===== config.mk =====
export PLATFORM = sky130hd
export DESIGN_NAME = text_scan_scheduler
export DESIGN_NICKNAME = d
export VERILOG_FILES = /design/src/rtl/text_scan_scheduler.sv
export SDC_FILE = /design/constraint.sdc
export NUM_CORES = 1
export LEC_CHECK = 0
export ABC_AREA = 1
export CAP_MARGIN = 20
export CORE_MARGIN = 2
export CORE_UTILIZATION = 40
export CTS_CLUSTER_DIAMETER = 40
export DETAILED_ROUTE_END_ITERATION = 16
export MAX_ROUTING_LAYER = met4
export PLACE_DENSITY = 0.61
export SLEW_MARGIN = 15
export SYNTH_ARGS = -nofsm -noshare
export SYNTH_HDL_FRONTEND = slang
export SYNTH_SLANG_ARGS = --single-unit

===== constraint.sdc =====
create_clock -name divided_clk -period 2.2 [get_ports divided_clk]
set_input_delay 0.33 -clock divided_clk [delete_from_list [all_inputs] [get_ports divided_clk]]
set_output_delay 0.33 -clock divided_clk [all_outputs]
set_load 0.05 [all_outputs]

===== src/rtl/text_scan_scheduler.sv =====
// Digit scan, switch debounce and message sequencing for the 8-digit text display.
// Message changes are committed only on the digit 7->0 wrap, so every frame shows a single message.
module text_scan_scheduler #(
  parameter int SCAN_DIV     = 1000,
  parameter int DWELL_FRAMES = 256,
  parameter int DEBOUNCE     = 16
) (
  input  logic       divided_clk,
  input  logic       reset_n,
  input  logic       auto_en,
  input  logic       switch1,
  input  logic       switch2,
  input  logic       switch3,
  output logic [2:0] msg_sel,
  output logic [2:0] digit_idx,
  output logic [7:0] anode_n,
  output logic       blank,
  output logic       frame_start
);

  localparam int CW = (SCAN_DIV > 1) ? $clog2(SCAN_DIV) : 1;
  localparam int DW = $clog2(DWELL_FRAMES) + 1;
  localparam int BW = $clog2(DEBOUNCE + 1);
  localparam logic [CW-1:0] SCAN_LAST  = CW'(SCAN_DIV - 1);
  localparam logic [DW-1:0] DWELL_LAST = DW'(DWELL_FRAMES - 1);
  localparam logic [BW-1:0] DB_LEN     = BW'(DEBOUNCE);

  typedef enum logic [0:0] {AUTO = 1'b0, MANUAL = 1'b1} state_t;

  function automatic logic [2:0] map_request(input logic [2:0] d);
    case (d)
      3'b100, 3'b010, 3'b001: map_request = d;
      default:                map_request = 3'b000;
    endcase
  endfunction

  function automatic logic [2:0] next_auto(input logic [2:0] m);
    case (m)
      3'b000:  next_auto = 3'b100;
      3'b100:  next_auto = 3'b010;
      3'b010:  next_auto = 3'b001;
      default: next_auto = 3'b000;
    endcase
  endfunction

  logic          running;
  logic [CW-1:0] scan_cnt, scan_nxt;
  logic [2:0]    digit_nxt;
  logic          frame_edge;
  logic [2:0]    sync1, sync2, samp, deb;
  logic [BW-1:0] run_cnt, run_len;
  state_t        state, state_nxt;
  logic [2:0]    pending, pending_nxt;
  logic [DW-1:0] dwell, dwell_nxt;

  // Next scan position; the first edge after reset only arms the counter at digit 0, cycle 0
  always_comb begin
    scan_nxt   = {CW{1'b0}};
    digit_nxt  = 3'd0;
    frame_edge = 1'b0;
    if (!running) begin
      scan_nxt  = {CW{1'b0}};
      digit_nxt = 3'd0;
    end else if (scan_cnt == SCAN_LAST) begin
      scan_nxt   = {CW{1'b0}};
      digit_nxt  = digit_idx + 3'd1;
      frame_edge = (digit_idx == 3'd7);
    end else begin
      scan_nxt  = scan_cnt + CW'(1);
      digit_nxt = digit_idx;
    end
  end

  // Scan counters and registered scan outputs, decoded from the position being entered
  always_ff @(posedge divided_clk or negedge reset_n) begin
    if (!reset_n) begin
      running     <= 1'b0;
      scan_cnt    <= {CW{1'b0}};
      digit_idx   <= 3'd0;
      anode_n     <= 8'hFF;
      blank       <= 1'b1;
      frame_start <= 1'b0;
    end else begin
      running     <= 1'b1;
      scan_cnt    <= scan_nxt;
      digit_idx   <= digit_nxt;
      blank       <= (scan_nxt == {CW{1'b0}});
      anode_n     <= (scan_nxt == {CW{1'b0}}) ? 8'hFF : ~(8'h01 << digit_nxt);
      frame_start <= (scan_nxt == {CW{1'b0}}) && (digit_nxt == 3'd0);
    end
  end

  // Length of the current run of identical synchronized samples, saturating at DEBOUNCE
  always_comb begin
    run_len = BW'(1);
    if (sync2 == samp) begin
      run_len = (run_cnt == DB_LEN) ? run_cnt : run_cnt + BW'(1);
    end else begin
      run_len = BW'(1);
    end
  end

  // Two-flop synchronizer followed by the run-length debouncer
  always_ff @(posedge divided_clk or negedge reset_n) begin
    if (!reset_n) begin
      sync1   <= 3'b000;
      sync2   <= 3'b000;
      samp    <= 3'b000;
      deb     <= 3'b000;
      run_cnt <= {BW{1'b0}};
    end else begin
      sync1   <= {switch1, switch2, switch3};
      sync2   <= sync1;
      samp    <= sync2;
      run_cnt <= run_len;
      if (run_len == DB_LEN) begin
        deb <= sync2;
      end else begin
        deb <= deb;
      end
    end
  end

  // Message FSM; a manual request takes priority over an auto advance due on the same edge
  always_comb begin
    state_nxt   = state;
    pending_nxt = pending;
    dwell_nxt   = dwell;
    case (state)
      AUTO: begin
        if (deb != 3'b000) begin
          state_nxt   = MANUAL;
          pending_nxt = map_request(deb);
        end else if (auto_en && frame_edge) begin
          if (dwell == DWELL_LAST) begin
            dwell_nxt   = {DW{1'b0}};
            pending_nxt = next_auto(pending);
          end else begin
            dwell_nxt = dwell + DW'(1);
          end
        end else begin
          dwell_nxt = dwell;
        end
      end
      MANUAL: begin
        if (deb == 3'b000) begin
          state_nxt   = AUTO;
          pending_nxt = 3'b000;
          dwell_nxt   = {DW{1'b0}};
        end else begin
          pending_nxt = map_request(deb);
        end
      end
      default: begin
        state_nxt   = AUTO;
        pending_nxt = 3'b000;
        dwell_nxt   = {DW{1'b0}};
      end
    endcase
  end

  // FSM state plus frame-boundary commit of the pending message
  always_ff @(posedge divided_clk or negedge reset_n) begin
    if (!reset_n) begin
      state   <= AUTO;
      pending <= 3'b000;
      dwell   <= {DW{1'b0}};
      msg_sel <= 3'b000;
    end else begin
      state   <= state_nxt;
      pending <= pending_nxt;
      dwell   <= dwell_nxt;
      if (frame_edge) begin
        msg_sel <= pending;
      end else begin
        msg_sel <= msg_sel;
      end
    end
  end

endmodule


== Word level (Yosys, flattened, before mapping) ==
Cells that the tools add are included.
Word-level totals
  logic and storage cells: 72
  register bits: 57
  output and inout bits: 16
  input port bits: 6
Operators by class
  bitwise gates (word level): 2
  muxes and demuxes: 24
  add/subtract/negate cells: 4
  reduce and logical (&&, ||, !) cells: 10
  shift-type cells: 1
  equal/unequal tests: 16
Operator list (count)
  two-way mux 9 bit: 4
  two-way mux 3 bit: 7
  two-way mux 10 bit: 2
  case mux 9 bit (2 select lines): 1
  adder 10 x 1 -> 10 bit (second input constant): 1
  equality test 10 bit (second input constant): 1
  equality test 5 bit (second input constant): 2
  logical NOT 10 bit: 1
  two-way mux 5 bit: 2
  adder 9 x 1 -> 9 bit (second input constant): 1
  equality test 3 bit (second input constant): 3
  equality test 9 x 8 -> 1 bit (second input constant): 1
  logical NOT 3 bit: 3
  case mux 3 bit (3 select lines): 1
  two-way mux 8 bit: 1
  inverter 8 bit: 1
  left shift 1 x 3 -> 8 bit (first input constant): 1
  equality test 3 x 2 -> 1 bit (second input constant): 2
  != test 3 bit (second input constant): 2
  case mux 3 bit (2 select lines): 1
  adder 5 x 1 -> 5 bit (second input constant): 1
  two-way mux 1 bit: 4
  != test 2 bit (second input constant): 2
  adder 3 x 1 -> 3 bit (second input constant): 1
  10 further kinds: 11

== Longest topological paths before layout ==
Gate-level depths: netlist of the first run.
  depth after elaboration: 7
  depth in mapped cells: 11
  gate-level depth less buffers: 11

== Worst setup path after synthesis of the first run ==
No wires, ideal clock.
  path type: register -> register
  from: register digit_idx[1]
  to: register dwell[5]
  stages on the path, launching flop included: 11
  required time: 2073 ps
  data arrival time: 1663 ps
  path buffers: 1
  clock period less this slack: 1790 ps
  slack: 410 ps
  library setup time: 127 ps
  cell sequence: dfrtp_1 > ha_1 > ha_1 > nand2_1 > nor2_2 > nand2_1 > nand2_1 > nand2_2 > buf_4 > nand2_1 > o21ai_0
On the way
  cells in the longest elaborated chain, start to end: 6
RTL lines
  start: declaration: line 15  | output logic [2:0] digit_idx,
  start signal: assignment: line 86  | digit_idx <= digit_nxt;
  equality test 3 bit: line 67  | frame_edge = (digit_idx == 3'd7);
  two-way mux 1 bit: line 64  | end else if (scan_cnt == SCAN_LAST) begin
  two-way mux 1 bit: line 61  | if (!running) begin
  logical AND 1 bit: line 134  | end else if (auto_en && frame_edge) begin
  != test 2 bit (no line)
  AND reduction 3 bit (no line)
  end signal: assignment: line 167  | dwell <= {DW{1'b0}};
  end signal: assignment: line 172  | dwell <= dwell_nxt;
  end: declaration: line 54  | logic [DW-1:0] dwell, dwell_nxt;
No other way between the ends.
A chain may end at the register's enable or synchronous reset.

== Worst setup path after layout of the first run ==
  from: register anode_n[3]
  to: output port anode_n[3]
RTL lines
  start: declaration: line 16  | output logic [7:0] anode_n,
  start signal: assignment: line 88  | anode_n <= (scan_nxt == {CW{1'b0}}) ? 8'hFF : ~(8'h01 << digit_nxt);
No word-level cell between the ends.

==> results of run 1 <==
cell type report:
class                           instances  area, um^2  area share
Clock buffer                           11         151      0.0474
Tap cell                               77        96.3      0.0301
Sequential cell                        57        1440       0.450
Inverter                               43         161      0.0505
Clock inverter                          5        77.6      0.0243
Multi-Input combinational cell        206        1040       0.326
Timing Repair Buffer                   24         230      0.0720
power by group through the flow:
| stage | Sequential, uW | Combinational, uW | Clock (uW) |
|---|---|---|---|
| after floorplan | 1140 | 50.9 | 0 |
| after global placement | 1110 | 140 | 0 |
| after detailed placement | 1110 | 140 | 0 |
| after CTS | 1090 | 142 | 1140 |
| after global routing | 1090 | 154 | 1180 |
| final | 1090 | 138 | 1110 |
cell usage after synthesis (5+ instances only):
| cell type | n | area [um^2] |
|---|---|---|
| sky130_fd_sc_hd__a21oi_1 | 10 | 50.1 |
| sky130_fd_sc_hd__o21ai_0 | 14 | 70.1 |
| sky130_fd_sc_hd__nand2_1 | 73 | 274 |
| sky130_fd_sc_hd__inv_1 | 41 | 154 |
| sky130_fd_sc_hd__ha_1 | 6 | 75.1 |
| sky130_fd_sc_hd__xor2_1 | 6 | 52.6 |
| sky130_fd_sc_hd__dfstp_2 | 9 | 236 |
| sky130_fd_sc_hd__nor3_1 | 5 | 25.0 |
| sky130_fd_sc_hd__dfrtp_1 | 48 | 1200 |
| sky130_fd_sc_hd__nor2_1 | 36 | 135 |
| sky130_fd_sc_hd__o21ai_1 | 6 | 30.0 |
| sky130_fd_sc_hd__nand3_1 | 23 | 115 |
sequential cells by signal, indices dropped and copies added (netlist names):
name,flops
anode_n,8
scan_cnt,10
dwell,9
pending,3
run_cnt,5
running,1
frame_start,1
samp,3
msg_sel,3
blank,1
sync2,3
sync1,3
state,1
digit_idx,3
deb,3
through the flow:
step                      worst slack [ns]  cell area (um^2)  power [uW]  cells   util
final                                0.223              3200        2340    423  0.500
after global routing                0.0546              3200        2430    423  0.500
after CTS                            0.189              3200        2370    423  0.500
after detailed placement             0.266              2960        1250    406  0.463
after global placement               0.355              2960        1250    406  0.463
after floorplan                      0.410              2660        1190    308      -
final timing paths:
check | from | end | slack [ns] | cells past startpoint
worst max-delay path | anode_n[3] | anode_n[3] | 0.22 | 1
worst min-delay path | sync1[1] | sync2[1] | 0.34 | 0
worst max register to register | scan_cnt[0] | dwell[6] | 0.28 | 10
worst min register to register | sync1[1] | sync2[1] | 0.34 | 0
max in group asynchronous | reset_n | anode_n[1] | 0.97 | 3
min in group asynchronous | reset_n | dwell[7] | 0.52 | 2
kinds of logic after synthesis:
group                      Yosys count  share of synthesized area
and+or+nand+nor                    158                      0.269
DFF                                 57                      0.541
buffers and inverters               45                     0.0678
AOI/OAI and AO/OA                   32                     0.0631
xor gates and xnor gates             9                     0.0296
adders and majority gates            6                     0.0282
other                                1                    0.00141
timing repair:
| item | CTS | global route |
|---|---|---|
| setup endpoints to repair | 0 | 0 |
| buffers inserted | 0 | 0 |
| hold buffers | 1 | 0 |
| hold endpoints to repair | 14 | 0 |
layer usage:
layer  part of all wire  global-route usage  up-vias
li1                   -                   -     1037
met4              0.018              0.0606        0
met3              0.039              0.0443        7
met1               0.49               0.190      931
met5                  0                   -        -
met2               0.45               0.223       28
==> results.md, run 1 <==
| Group | Metric | Value |
|---|---|---|
| outcome | Result of the run | finished, final reports clean |
| synthesis | Primary flip-flop cell chosen by synthesis mapping | sky130_fd_sc_hd__dfrtp_1 |
| pwr | Relative contribution of the clock network to total power | 0.473 |
| layout | Final net count | 353 |
| synthesis | Number of warning messages in the yosys log | 0 |
| synthesis | Synthesized flop and latch total | 57 |
| detailed routing | Total Routed Length | 4.61 mm |
| grt | Vias in the first global route | 1909 |
| detailed routing | 1st-pass router iterations | 4 |
| grt | Overall Global Routing Usage | 0.149 |
| pwr | Switching component of the power | 517 uW |
| setup path | Arrival time worst endpoint | 1.65 ns |
| clock network | Number of gates resized after CTS | 0 |
| setup path | Buffers plus inverters on the worst setup path | 1 |
| floorplanning | Starting density of the core | 0.416 |
| sta | Final-layout setup total negative slack | 0 ns |
| pwr | Worst VDD drop | 0.336 mV |
| floorplanning | Die Y | 85.5 um |
| pwr | Static Leak | 0.00150 uW |
| pwr | Sequential fraction of design power | 0.468 |
| synthesis | Portion of the post-synthesis area used by sequential elements | 0.541 |
| clock network | Reg clk slew, reported paths | 0.06 ns |
| placement | Placed wire-length estimate | 3.41 mm |
| clock network | Max clock buf depth | 2 |
| sta | Rel. slew slack | 0.617 |
| detailed routing | Post-DR wirelength/cell | 10.9 um |
| sta | Number of setup violations in the final report | 0 |
| placement | Port Buffers | 21 |
| synthesis | Nets in the synthesized netlist | 320 |
| sta | Final critical-path share of the clock period | 0.899 |
| clock network | TritonCTS buffer count | 9 |
| clock network | Maximum level of the CTS H-tree | 3 |
| sta | Setup Skew | 0.00532 ns |
| pwr | Switching part of the total power | 0.221 |
| clock network | Clock tree from TritonCTS | built |
| pwr | Pint | 1820 uW |
| floorplanning | Overall die area | 7320 um^2 |
| detailed routing | Ratio of routed vias to standard cells | 4.74 |
| clock network | Source-to-sink clock delay at the later pin of the worst-skew pair | 0.33 ns |
| grt | Congestion Overflow GR | 0 |
| sta | Count of pins over their slew limit | 0 |
| setup path | Kind of start point of the critical path | flop |
| synthesis | Number of synthesized flops with an enable pin | 0 |
| sta | Final-report hold violation count | 0 |
| detailed routing | Total via count after detailed routing | 2003 |
| layout | Antenna diode count | 0 |
| layout | Filler cell count | 590 |
| synthesis | Post-Synthesis Cells | 308 |
| layout | Fraction of final layout cells with drive strength greater than 1 | 0.124 |
| layout | Most common library cell in the layout ignoring fill and taps | sky130_fd_sc_hd__nand2_1 |
| synthesis | Average cell area after synthesis | 8.63 um^2 |
| sta | Post-route worst hold slack | 0.343 ns |
| sta | Final critical path time including I/O delays and setup | 1.98 ns |
| synthesis | Async set-or-reset flop fraction in the synthesized netlist | 1.00 |
| setup path | Cell class contributing the biggest share of worst-path delay | buffers and inverters |
| pwr | PD cells | 731 nW/um^2 |
| layout | Most frequent cells in the layout | sky130_fd_sc_hd__nand2_1, sky130_fd_sc_hd__dfrtp_1, sky130_fd_sc_hd__inv_1 |
| grt | Number of antenna violations at the first check in global routing | 0 |
| detailed routing | Violation count after the first detailed-route iteration | 64 |
| sta | Max Clock Freq | 506 MHz |
| detailed routing | Remaining number of nets flagged by the antenna check after routing | 0 |
| setup path | Category of the worst setup path capture point | output pin |
| clock network | Master cell of the clock root buffer | sky130_fd_sc_hd__clkbuf_8 |
| clock network | Clock Sinks | 57 |
| grt | Maximum number of pins on one net before global-route repair | 27 |
| sta | Worst-Margin Slew | 0.575 ns |
| floorplanning | Die outline width | 85.5 um |
| setup path | Worst Path Class, Setup | flop to output pin |
| floorplanning | Top-level port count | 22 |
| floorplanning | Core Footprint | 6390 um^2 |
| pwr | Proportion of power drawn by combinational gates | 0.059 |
| setup path | Library cell contributing the largest single delay on the critical path | sky130_fd_sc_hd__clkdlybuf4s50_1 |
| hold path | Path type of the worst min-delay path | flop to flop |
| layout | Area growth from synthesis to final layout | 20.2% |
| flow run | Max-Cap Viols | 0 |
| synthesis | Cell area after synthesis | 2660 um^2 |
| synthesis | Number of distinct library cell variants in the gate-level netlist after synthesis | 28 |
| setup path | CP Data Required Time | 1.87 ns |
| setup path | Largest driver fanout on the critical path | 1 |
| placement | Weighted congestion reported at the end of routability-driven placement | 0.875 |
| setup path | Slowest cell delay on critical path | 0.80 ns |
| setup path | CP cell instances | clkdlybuf4s50_1 |
| detailed routing | DRC viols | 0 |
| floorplanning | Standard-cell rows | 29 |
| sta | Unrepaired setup endpoints after global routing | false |
| grt | First-pass GRT wire length | 8.31 mm |
Note: power is estimated with default switching activity, not from simulation.
==> inputs of run 2 (changes only) <==
- REMOVE_ABC_BUFFERS: default -> 1
- TNS_END_PERCENT: default -> 20
==> results.md, run 2 (synthesis gave the netlist of run 1 again) <==
| Group | Metric | Value |
|---|---|---|
| pwr | Pint | 1650 uW |
| floorplanning | Top-level port count | 22 |
| layout | Cell Count, Final, Fillers Out | 422 |
| detailed routing | Ratio of routed vias to standard cells | 4.77 |
| hold path | Path type of the worst min-delay path | flop to flop |
| layout | Reg with most FFs | scan_cnt |
| setup path | Worst Path Class, Setup | flop to output pin |
| grt | Congestion Overflow GR | 0 |
| setup path | CP cell instances | clkdlybuf4s50_1 |
| sta | Count of pins over their slew limit | 0 |
| clock network | Maximum level of the CTS H-tree | 3 |
| clock network | Hold bufs inserted after CTS | 1 |
| detailed routing | 1st-pass router iterations | 4 |
| grt | Vias in the first global route | 2014 |
| grt | Maximum number of pins on one net before global-route repair | 36 |
| setup path | Worst R2R Start | scan_cnt[0] |
| pwr | Relative contribution of the clock network to total power | 0.427 |
| setup path | Reg-to-Reg End | dwell[6] |
| setup path | Kind of start point of the critical path | flop |
| setup path | Buffers plus inverters on the worst setup path | 1 |
| clock network | Post-CTS setup-driven buffer insertion count | 0 |
| outcome | Result of the run | finished, final reports clean |
| setup path | Slowest cell delay on critical path | 0.79 ns |
| setup path | Worst-case register-to-register setup slack | 0.28 ns |
| flow run | Max-Cap Viols | 0 |
| layout | Largest regs | scan_cnt: 10 flops, dwell: 9 flops, anode_n: 8 flops |
| pwr | Proportion of power drawn by combinational gates | 0.065 |
| clock network | Clock Sinks | 57 |
| clock network | Master cell of the clock root buffer | sky130_fd_sc_hd__clkbuf_8 |
| floorplanning | Starting density of the core | 0.416 |
| floorplanning | Die outline width | 85.5 um |
| pwr | PD cells | 680 nW/um^2 |
| setup path | Largest driver fanout on the critical path | 1 |
| layout | Flip-flop count of the largest register, all copies and words added | 10 |
| detailed routing | Violation count after the first detailed-route iteration | 70 |
| pwr | Switching part of the total power | 0.231 |
| layout | Final net count | 352 |
| sta | Final-report hold violation count | 0 |
| sta | Worst-Margin Slew | 0.532 ns |
| grt | First-pass GRT wire length | 8.54 mm |
| setup path | Total number of cells along the worst setup path | 1 |
| clock network | Max clock buf depth | 2 |
| layout | Area growth from synthesis to final layout | 19.0% |
| placement | Port Buffers | 21 |
| pwr | Switching component of the power | 496 uW |
| setup path | CP Data Required Time | 1.87 ns |
| layout | Most common library cell in the layout ignoring fill and taps | sky130_fd_sc_hd__nand2_1 |
| clock network | Source-to-sink clock delay at the later pin of the worst-skew pair | 0.34 ns |
| layout | Most frequent cells in the layout | sky130_fd_sc_hd__nand2_1, sky130_fd_sc_hd__dfrtp_1, sky130_fd_sc_hd__inv_1 |
| sta | Rel. slew slack | 0.645 |
| sta | Final critical-path share of the clock period | 0.897 |
| clock network | Number of gates resized after CTS | 0 |
| grt | Overall Global Routing Usage | 0.154 |
| sta | Unrepaired setup endpoints after global routing | false |
| placement | Weighted congestion reported at the end of routability-driven placement | 0.862 |
| detailed routing | Total via count after detailed routing | 2015 |
| pwr | Worst VDD drop | 0.304 mV |
| clock network | Clock tree from TritonCTS | built |
| floorplanning | Core Footprint | 6390 um^2 |
| detailed routing | Post-DR wirelength/cell | 11.2 um |
| floorplanning | Standard-cell rows | 29 |
| floorplanning | Overall die area | 7320 um^2 |
| setup path | Library cell contributing the largest single delay on the critical path | sky130_fd_sc_hd__clkdlybuf4s50_1 |
| sta | Final-layout setup total negative slack | 0 ns |
| floorplanning | Die Y | 85.5 um |
| setup path | Category of the worst setup path capture point | output pin |
| grt | Number of antenna violations at the first check in global routing | 0 |
| sta | Number of setup violations in the final report | 0 |
| setup path | Arrival time worst endpoint | 1.64 ns |
| detailed routing | Remaining number of nets flagged by the antenna check after routing | 0 |
| placement | Number of placed cells counting well taps | 405 |
| placement | Placed wire-length estimate | 3.40 mm |
| sta | Setup Skew | 0.0147 ns |
| clock network | TritonCTS buffer count | 9 |
| setup path | Launching instance or port of the critical path | anode_n[3] |
| pwr | Sequential fraction of design power | 0.508 |
| setup path | R2R depth | 10 |
| detailed routing | DRC viols | 0 |
| setup path | Cell class contributing the biggest share of worst-path delay | buffers and inverters |
| layout | Utilization of the core after routing | 0.495 |
| sta | Max Clock Freq | 507 MHz |
| setup path | Worst setup endpoint | anode_n[3] |
| pwr | Static Leak | 0.00149 uW |
| layout | Fraction of final layout cells with drive strength greater than 1 | 0.119 |
| sta | Final critical path time including I/O delays and setup | 1.97 ns |
| layout | Antenna diode count | 0 |
| detailed routing | Total Routed Length | 4.71 mm |
| clock network | Reg clk slew, reported paths | 0.06 ns |
==> run 2: how the worst min path moves through the flow <==
stage / from / to / slack [ns] / depth (start not counted)
finish: sync1[0] / sync2[0] / 0.34 / 0
global route: sync1[2] / sync2[2] / 0.36 / 0
CTS: sync1[0] / sync2[0] / 0.34 / 0
detailed placement: sync1[0] / sync2[0] / 0.34 / 0
global placement: reset_n / dwell[4] / 0.34 / 1
floorplan: reset_n / deb[0] / 0.03 / 0
==> run 2: power groups by stage <==
| stage | Combinational (uW) | Clock [uW] | Sequential [uW] |
|---|---|---|---|
| 3_5_place_dp | 142 | 0 | 1110 |
| 4_1_cts | 144 | 948 | 1090 |
| 6_report | 139 | 918 | 1090 |
| 3_3_place_gp | 141 | 0 | 1110 |
| 2_1_floorplan | 50.9 | 0 | 1140 |
| 5_1_grt | 157 | 1000 | 1100 |
==> run 2: cell type report <==
cell class                      instances  area, um^2
Clock buffer                           14         183
Fill cell                             599        3220
Clock inverter                          2        10.0
Inverter                               43         161
Tap cell                               77        96.3
Sequential cell                        57        1440
Multi-Input combinational cell        206        1040
Timing Repair Buffer                   23         235
==> run 2: per-layer routing <==
metal	share of wire	wire length [um]	track usage
met1	0.49	2290	0.196
met2	0.45	2120	0.221
met3	0.039	184	0.0452
met4	0.023	107	0.0866
met5	0	0	-
==> run 2: stage by stage <==
step	setup slack [ns]	hold WS, ns	instance area, um^2	total power, uW
floorplan	0.448	0.0344	2640	1190
global placement	0.350	0.336	2960	1250
detailed placement	0.264	0.337	2960	1250
CTS	0.199	0.344	3160	2190
global route	0.0563	0.356	3160	2250
finish	0.227	0.341	3160	2150
